## config.mk

```make
export PLATFORM = sky130hd
export DESIGN_NAME = cache_controller
export DESIGN_NICKNAME = d
export VERILOG_FILES = /design/src/rtl/cache_controller.sv
export SDC_FILE = /design/constraint.sdc
export NUM_CORES = 1
export LEC_CHECK = 0
export BUFFER_PORTS_ARGS = -buffer_cell sky130_fd_sc_hd__buf_4
export CORE_MARGIN = 4
export CORE_UTILIZATION = 55
export CTS_BUF_LIST = sky130_fd_sc_hd__clkbuf_2 sky130_fd_sc_hd__clkbuf_4 sky130_fd_sc_hd__clkbuf_8
export CTS_CLUSTER_DIAMETER = 120
export DETAILED_ROUTE_END_ITERATION = 10
export GPL_ROUTABILITY_DRIVEN = 0
export HOLD_SLACK_MARGIN = 0.02
export PLACE_DENSITY = 0.74
export SYNTH_ARGS = -nofsm -noshare
export SYNTH_HDL_FRONTEND = slang
export SYNTH_SLANG_ARGS = --single-unit
```

## constraint.sdc

```tcl
create_clock -name clock -period 3.2 [get_ports clock]
set_input_delay 0.16 -clock clock [delete_from_list [all_inputs] [get_ports clock]]
set_output_delay 0.16 -clock clock [all_outputs]
set_load 0.1 [all_outputs]
```

## src/rtl/cache_controller.sv

```systemverilog
// cache_controller
//
// Sequencing controller for a 4-way fully associative, one-word-per-line,
// write-back cache with a 7-bit address and 8-bit data. It takes one CPU
// request at a time and owns every piece of line metadata (tag, valid,
// dirty, LRU age). The data arrays, the RAM and the data muxes live outside
// this block. This block drives their selects, write enables and strobes.
//
// Parameters
//   RAM_LAT   cycles from ram_rd to RAM data valid (legal range 1..7)
//
// Ports
//   clock     system clock, rising edge
//   resetn    asynchronous active-low reset
//   req       CPU request, sampled only while ready=1
//   req_wren  1 = write, 0 = read
//   req_addr  request address, used as the full tag
//   ready     controller idle and able to accept a request
//   done      one-cycle completion pulse
//   hit_flag  valid with done: 1 = hit, 0 = miss
//   way_sel   way index for the data-array read/output mux
//   way_wren  one-hot data-array write enable
//   way_src   fill-mux select: 0 = CPU data, 1 = RAM data
//   ram_addr  RAM address
//   ram_rd    RAM read strobe
//   ram_wr    RAM write strobe, data taken from way way_sel
//
// Every output is decoded from registered state only, so all outputs are
// Moore outputs and carry no combinational path from the request inputs.
module cache_controller #(
    parameter int RAM_LAT = 1
) (
    input  logic       clock,
    input  logic       resetn,
    input  logic       req,
    input  logic       req_wren,
    input  logic [6:0] req_addr,
    output logic       ready,
    output logic       done,
    output logic       hit_flag,
    output logic [1:0] way_sel,
    output logic [3:0] way_wren,
    output logic       way_src,
    output logic [6:0] ram_addr,
    output logic       ram_rd,
    output logic       ram_wr
);

    typedef enum logic [2:0] {
        S_IDLE,
        S_LOOKUP,
        S_WRITEBACK,
        S_FILL_REQ,
        S_FILL_WAIT,
        S_FILL,
        S_DONE
    } state_e;

    typedef logic [3:0][1:0] ages_t;
    typedef logic [3:0][6:0] tags_t;

    localparam ages_t AGE_RST = {2'd3, 2'd2, 2'd1, 2'd0};

    state_e     state_q, state_d;
    logic [6:0] addr_q,  addr_d;
    logic       wren_q,  wren_d;
    tags_t      tag_q,   tag_d;
    logic [3:0] valid_q, valid_d;
    logic [3:0] dirty_q, dirty_d;
    ages_t      age_q,   age_d;
    logic [1:0] way_q,   way_d;    // way being accessed: hit way or victim
    logic       hit_q,   hit_d;
    logic [2:0] cnt_q,   cnt_d;    // RAM read latency countdown

    logic       hit_any;
    logic [1:0] hit_way;
    logic [1:0] miss_way;

    // Touching way w makes it the youngest. Every way that was younger than
    // w ages by one, so the ages stay a permutation of 0..3.
    function automatic ages_t lru_touch(input ages_t ages, input logic [1:0] w);
        ages_t r;
        r = ages;
        for (int i = 0; i < 4; i++) begin
            if (ages[i] < ages[w]) begin
                r[i] = ages[i] + 2'd1;
            end
        end
        r[w] = 2'd0;
        return r;
    endfunction

    // Tag match and victim choice. The victim is the lowest-index invalid
    // way, or the oldest way (age 3) when all ways are valid. The second
    // loop runs downward so that the lowest invalid index has the final
    // write.
    always_comb begin
        hit_any  = 1'b0;
        hit_way  = 2'd0;
        miss_way = 2'd0;
        for (int i = 0; i < 4; i++) begin
            if (valid_q[i] && (tag_q[i] == addr_q)) begin
                hit_any = 1'b1;
                hit_way = 2'(i);
            end
            if (age_q[i] == 2'd3) begin
                miss_way = 2'(i);
            end
        end
        for (int i = 3; i >= 0; i--) begin
            if (!valid_q[i]) begin
                miss_way = 2'(i);
            end
        end
    end

    always_comb begin
        state_d  = state_q;
        addr_d   = addr_q;
        wren_d   = wren_q;
        tag_d    = tag_q;
        valid_d  = valid_q;
        dirty_d  = dirty_q;
        age_d    = age_q;
        way_d    = way_q;
        hit_d    = hit_q;
        cnt_d    = cnt_q;

        ready    = 1'b0;
        done     = 1'b0;
        hit_flag = 1'b0;
        way_sel  = 2'd0;
        way_wren = 4'd0;
        way_src  = 1'b0;
        ram_addr = 7'd0;
        ram_rd   = 1'b0;
        ram_wr   = 1'b0;

        case (state_q)
            S_IDLE: begin
                ready = 1'b1;
                if (req) begin
                    addr_d  = req_addr;
                    wren_d  = req_wren;
                    state_d = S_LOOKUP;
                end
            end

            S_LOOKUP: begin
                if (hit_any) begin
                    hit_d   = 1'b1;
                    way_d   = hit_way;
                    way_sel = hit_way;
                    age_d   = lru_touch(age_q, hit_way);
                    if (wren_q) begin
                        way_wren[hit_way] = 1'b1;
                        dirty_d[hit_way]  = 1'b1;
                    end
                    state_d = S_DONE;
                end else begin
                    hit_d = 1'b0;
                    way_d = miss_way;
                    if (valid_q[miss_way] && dirty_q[miss_way]) begin
                        state_d = S_WRITEBACK;
                    end else if (wren_q) begin
                        state_d = S_FILL;
                    end else begin
                        state_d = S_FILL_REQ;
                    end
                end
            end

            S_WRITEBACK: begin
                ram_wr         = 1'b1;
                ram_addr       = tag_q[way_q];
                way_sel        = way_q;
                dirty_d[way_q] = 1'b0;
                state_d        = wren_q ? S_FILL : S_FILL_REQ;
            end

            S_FILL_REQ: begin
                ram_rd   = 1'b1;
                ram_addr = addr_q;
                cnt_d    = 3'(RAM_LAT);
                state_d  = S_FILL_WAIT;
            end

            // Leaves after exactly RAM_LAT cycles in this state.
            S_FILL_WAIT: begin
                if (cnt_q <= 3'd1) begin
                    state_d = S_FILL;
                end else begin
                    cnt_d = cnt_q - 3'd1;
                end
            end

            // A write miss allocates without reading RAM. The CPU word fills
            // the line and the line is dirty at once.
            S_FILL: begin
                way_wren[way_q] = 1'b1;
                way_sel         = way_q;
                way_src         = !wren_q;
                tag_d[way_q]    = addr_q;
                valid_d[way_q]  = 1'b1;
                dirty_d[way_q]  = wren_q;
                age_d           = lru_touch(age_q, way_q);
                state_d         = S_DONE;
            end

            S_DONE: begin
                done     = 1'b1;
                hit_flag = hit_q;
                way_sel  = way_q;
                state_d  = S_IDLE;
            end

            default: begin
                state_d = S_IDLE;
            end
        endcase
    end

    always_ff @(posedge clock or negedge resetn) begin
        if (!resetn) begin
            state_q <= S_IDLE;
            addr_q  <= 7'd0;
            wren_q  <= 1'b0;
            tag_q   <= '0;
            valid_q <= 4'd0;
            dirty_q <= 4'd0;
            age_q   <= AGE_RST;
            way_q   <= 2'd0;
            hit_q   <= 1'b0;
            cnt_q   <= 3'd0;
        end else begin
            state_q <= state_d;
            addr_q  <= addr_d;
            wren_q  <= wren_d;
            tag_q   <= tag_d;
            valid_q <= valid_d;
            dirty_q <= dirty_d;
            age_q   <= age_d;
            way_q   <= way_d;
            hit_q   <= hit_d;
            cnt_q   <= cnt_d;
        end
    end

endmodule

```

; Word level (Yosys, flattened, before mapping)
; Index checks and enable logic that the tools add are counted.
[totals]
reg_bits = 61
in_bits = 11
out_inout_bits = 19
word_cells = 162
[classes]
add_sub_neg = 5
order_cmp = 14
eq_ne = 18
muxes = 83
n_bitwise = 8
reduce_logical = 18
[op_table]
columns = operator, n
row1 = 2-bit two-way mux, 34
row2 = 28-bit bitwise mux, 1
row3 = 7-bit equality test, 4
row4 = 3-bit two-way mux, 6
row5 = 3-bit one-hot mux with 6 select lines, 1
row6 = 1-bit two-way mux, 17
row7 = 8-bit AND, 2
row8 = 2-bit less-than comparator, 8
row9 = 4-bit two-way mux, 4
row10 = 8-bit inverter, 2
row11 = 8-bit one-hot mux with 2 select lines, 1
row12 = 7-bit binary-select mux with 2-bit select, 1
row13 = 7-bit demux with 2-bit select, 1
row14 = 7-bit two-way mux, 2
row15 = 7-bit one-hot mux with 2 select lines, 1
row16 = 4-bit one-hot mux with 3 select lines, 1
row17 = "2-bit != test, second input constant", 5
row18 = "3-bit equality test, second input constant", 3
row19 = "2-bit by 3-bit less-than comparator with 1-bit output, second input constant", 3
row20 = "2-bit by 1-bit adder with 2-bit output, second input constant", 4
row21 = 2-bit binary-select mux with 2-bit select, 2
row22 = 2-bit demux with 2-bit select, 2
row23 = 8-bit two-way mux, 1
row24 = 4-bit bitwise OR, 2
row25 = other kinds (22), 38

; Longest topological paths before layout
[logic_depth]
depth_word = 14
depth_mapped = 14
mapped_depth_nobuf = 12

; Worst setup path after synthesis
; OpenSTA, ideal clock, no wires.
[synth_timing]
path_type = reg2reg
start = register state_q[1]
end = register addr_q[0]
setup_ns = 0.125
arrival_time_ns = 3.611
t_required_ns = 3.075
path_slack_ns = -0.536
path_stages_with_launch = 6
n_path_buf = 2
period_less_slack_ns = 3.736
cell_sequence = dfrtp_1 > clkbuf_1 > nor3_1 > and2_1 > clkbuf_1 > mux2_2
[synth_via]
elab_chain_cells = 2
[synth_lines]
columns = item, line
row1 = start: declaration, 64  ; state_e state_q, state_d;
row2 = start signal: assignment, 236  ; state_q <= state_d;
row3 = 3-bit zero test, 139  ; case (state_q)
row4 = 2-bit AND reduction (no source line), --
row5 = end signal: assignment, 237  ; addr_q <= addr_d;
row6 = end: declaration, 65  ; logic [6:0] addr_q, addr_d;
; Every way passes these cells.
; A chain may end at the register's enable or synchronous reset.

; Worst setup path after layout
[layout_timing]
start = register addr_q[1]
end = register age_q[4] in the netlist's numbering
[layout_via]
elab_chain_cells = 14
elab_cells_between_ends = 32
cone_classes = order compare: 3 / eq/ne: 5 / mux: 16 / bitwise: 2 / reduce/logical: 6
[layout_lines]
columns = item, line
row1 = 7-bit equality test, 102  ; if (valid_q[i] && (tag_q[i] == addr_q)) begin
row2 = 1-bit logical AND, 102
row3 = 1-bit two-way mux, 102
row4 = 2-bit two-way mux (2 in series), 102
row5 = 2-bit binary-select mux with 2-bit select, 85  ; if (ages[i] < ages[w]) begin
row6 = 2-bit two-way mux (not written as such), 85
row7 = 2-bit less-than comparator, 85
row8 = 2-bit two-way mux, 85
row9 = 2-bit two-way mux, 150  ; if (hit_any) begin
row10 = 2-bit two-way mux, 139
row11 = 8-bit AND (no source line), --
row12 = 8-bit two-way mux, 150
row13 = 8-bit one-hot mux with 2 select lines, 139
row14 = end signal: assignment, 242  ; age_q <= age_d;
row15 = end: declaration, 70  ; ages_t age_q, age_d;
; Parallel ways exist; a longest one is shown, timed or not. The select of a mux whose other input is x is not followed.

==> results.cfg <==
[setup_path]
critPathMaxStageDelay_ps = 510
worstRegToRegCells = 11
arrival_ps = 3250
cp-end-kind = register
crit_required_ps = 3460
cp_cell_sequence = xnor2_1 > nand4_1 > or2_1 > nand3_1 > a21oi_1 > a221oi_1 > buf_4 > ha_1 > o311ai_0 > a32oi_1 > a22o_1
cp_max_fo = 10
cp_top_family = compound AO/OA/AOI/OAI gates
r2r_slack_ps = 200
cp_num_buf_inv = 1
critPathKind = reg2reg
worst_path_max_delay_cell = dfrtp_1
r2r_end = age_q[4]$_DFFE_PN0P_
crit_path_start_kind = register
r2r_start = addr_q[1]$_DFFE_PN0P_

[sta]
layout_min_cycle_time_ps = 2998
fin_ws_ps = 201.6
finalHoldViolCount = 0
drv_slew = 0
post-route-period-util_pct = 93.70
hold-worst-slack_ps = 31.54
setup_viol = 0
rsz0062_at_grt = no
finalSetupTns_ps = 0
skew_ps = 14.48
relSlewSlack_pct = 47.59
fmax_mhz = 333.5
tightest_slew_ps = 786.2

[routing]
num_vias = 3297
postRouteAntennaNets = 0
routed_via_density = 6.174
drc_errors = 0
wl_per_cell_um = 18.57
drtIter0Drc = 235
totalWireLength_mm = 9.919
firstDrtPassIters = 5

[placement]
dpl.hpwl_mm = 6.990
dpl.cell_count = 517
port_buffers = 29
dp_slack_ps = 186.3

[min_path]
hold_depth = 2
min_path_type = in2reg
min-delay-start = req_addr[3]
min_to = addr_q[3]$_DFFE_PN0P_

[clock_tree]
htreeDepth = 3
worstSkewPairLatency_ps = 360
clkSinkCount = 61
cts_made_buffers = 9
clk_pin_slew_ps = 80
clock_tree.root_cell = clkbuf_8
clk_path_buf_depth = 2
cts_tree = yes

[run]
cap_violations = 0

[cells_and_area]
area_growth_pct = 13.00
fillers = 601
layout-drive-gt1-share_pct = 29.89
final_common_cell = dfrtp_1
diodes = 0
mostFrequentLayoutCells = 54 x dfrtp_1, 39 x mux2_2, 38 x buf_4
finalNetCount = 454
seqCellArea_um2 = 1535
multi_input_area_um2 = 2370
stdcell_count = 534

[global_routing]
antenna_found_initial = 0
grt_pass1_wl_mm = 16.44
grt_max_degree = 62
grt.overflow.total = 0
grt_use_total_pct = 24.25
first_global_vias = 3170

[floorplanning]
core_area_um2 = 7253
die_w_um = 94.22
die_h_um = 94.22
num_rows = 31
io_pins = 30
die-area_um2 = 8877
start_util_pct = 56.37

[synth]
yosysWarningCount = 0
synth-main-ff-cell = dfrtp_1
synth_edf_count = 0
avgSynthCellArea_um2 = 10.12
syn_inst = 404
yosysUniqueCellTypes = 62
ys_seq_elements = 61
synth_fp_nets = 428
synth-async-reset-ratio_pct = 100.0
seq_area_frac_synth_pct = 37.45
syn_area_um2 = 4089

[run_status]
outcome = complete, no violations
[stage by stage]
| step | instance area [um2] | utilization, % |
|---|---|---|
| 2_1_floorplan | 4096 | - |
| 3_3_place_gp | 4340 | 59.84 |
| 3_5_place_dp | 4340 | 59.84 |
| 4_1_cts | 4602 | 63.45 |
| 5_1_grt | 4621 | 63.71 |
| 6_report | 4621 | 63.71 |
[final cells by class]
cell class,instances,share of cell area [%]
clock buffer,11,3.141
clock inverter,5,2.302
inverter,12,0.9748
multi-input combinational,307,51.29
sequential,61,33.22
tap,99,2.681
timing repair buffer,39,6.390
[logic make-up after synthesis]
family                     after synthesis  share of synthesized area, %
DFF                                     61                         37.45
adders and majority gates               13                         3.978
and+or+nand+nor                        120                         14.60
xor gates and xnor gates                30                         6.426
muxes                                   51                         16.43
buffers and inverters                   36                         5.140
AOI/OAI and AO/OA                       93                         15.97
[cells in the mapped netlist, drive strengths merged, types with 6 or more instances]
library cell | n | area share [%]
dfrtp | 57 | 35
buf | 12 | 2.7
clkbuf | 12 | 1.3
nand4 | 9 | 1.4
nor3 | 9 | 1.1
ha | 13 | 4.0
mux2 | 39 | 11
nand2 | 36 | 3.4
a22o | 11 | 2.4
a21oi | 23 | 2.8
inv | 11 | 1.0
mux4 | 9 | 5.0
nand3 | 6 | 0.73
o21ai | 18 | 2.2
nor2 | 33 | 3.3
xnor2 | 28 | 6.0
[per-layer routing]
metal / up-vias / global-route usage, % / part of all wire [%]
met3: 21 / 3.686 / 5.9
li1: 1536 / - / -
met1: 1612 / 32.99 / 44
met5: - / 0 / 0
met4: 0 / 9.386 / 2.3
met2: 128 / 38.95 / 47
[sequential cells by signal (all words and copies together), names as in the netlist]
signal,cells
wren_q,1
way_q,2
addr_q,7
dirty_q,4
cnt_q,3
tag_q,28
hit_q,1
state_q,3
age_q,8
valid_q,4
[worst max-delay path by stage]
stage	start	end	depth (start not counted)
after CTS	addr_q[4]$_DFFE_PN0P_	age_q[0]$_DFFE_PN0P_	9
after detailed placement	addr_q[1]$_DFFE_PN0P_	age_q[0]$_DFFE_PN0P_	9
after global placement	addr_q[4]$_DFFE_PN0P_	age_q[0]$_DFFE_PN0P_	10
final	addr_q[1]$_DFFE_PN0P_	age_q[4]$_DFFE_PN0P_	11
after global routing	addr_q[4]$_DFFE_PN0P_	age_q[4]$_DFFE_PN0P_	11
after floorplan	state_q[1]$_DFFE_PN0P_	hit_flag	4
[worst register-to-register path, delay by kind of cell, from the launching register on]
kind,cells,cell delay [ps]
AO/OA/AOI/OAI,5,1080
AND/OR/NAND/NOR,3,660
XOR/XNOR,1,230
flip-flops,1,510
buffers and inverters,1,200
adder cells (fa/ha/maj),1,260
[timing repair]
action                                  CTS  global route
endpoints found under the hold margin    57             0
setup buffers                             0             0
endpoints found under the setup margin    0             4
gates resized for setup                   0             6
hold buffers                              1             0
Power is not shown: default switching activity piles up to over one toggle a cycle in this logic, so the estimate is an artifact.
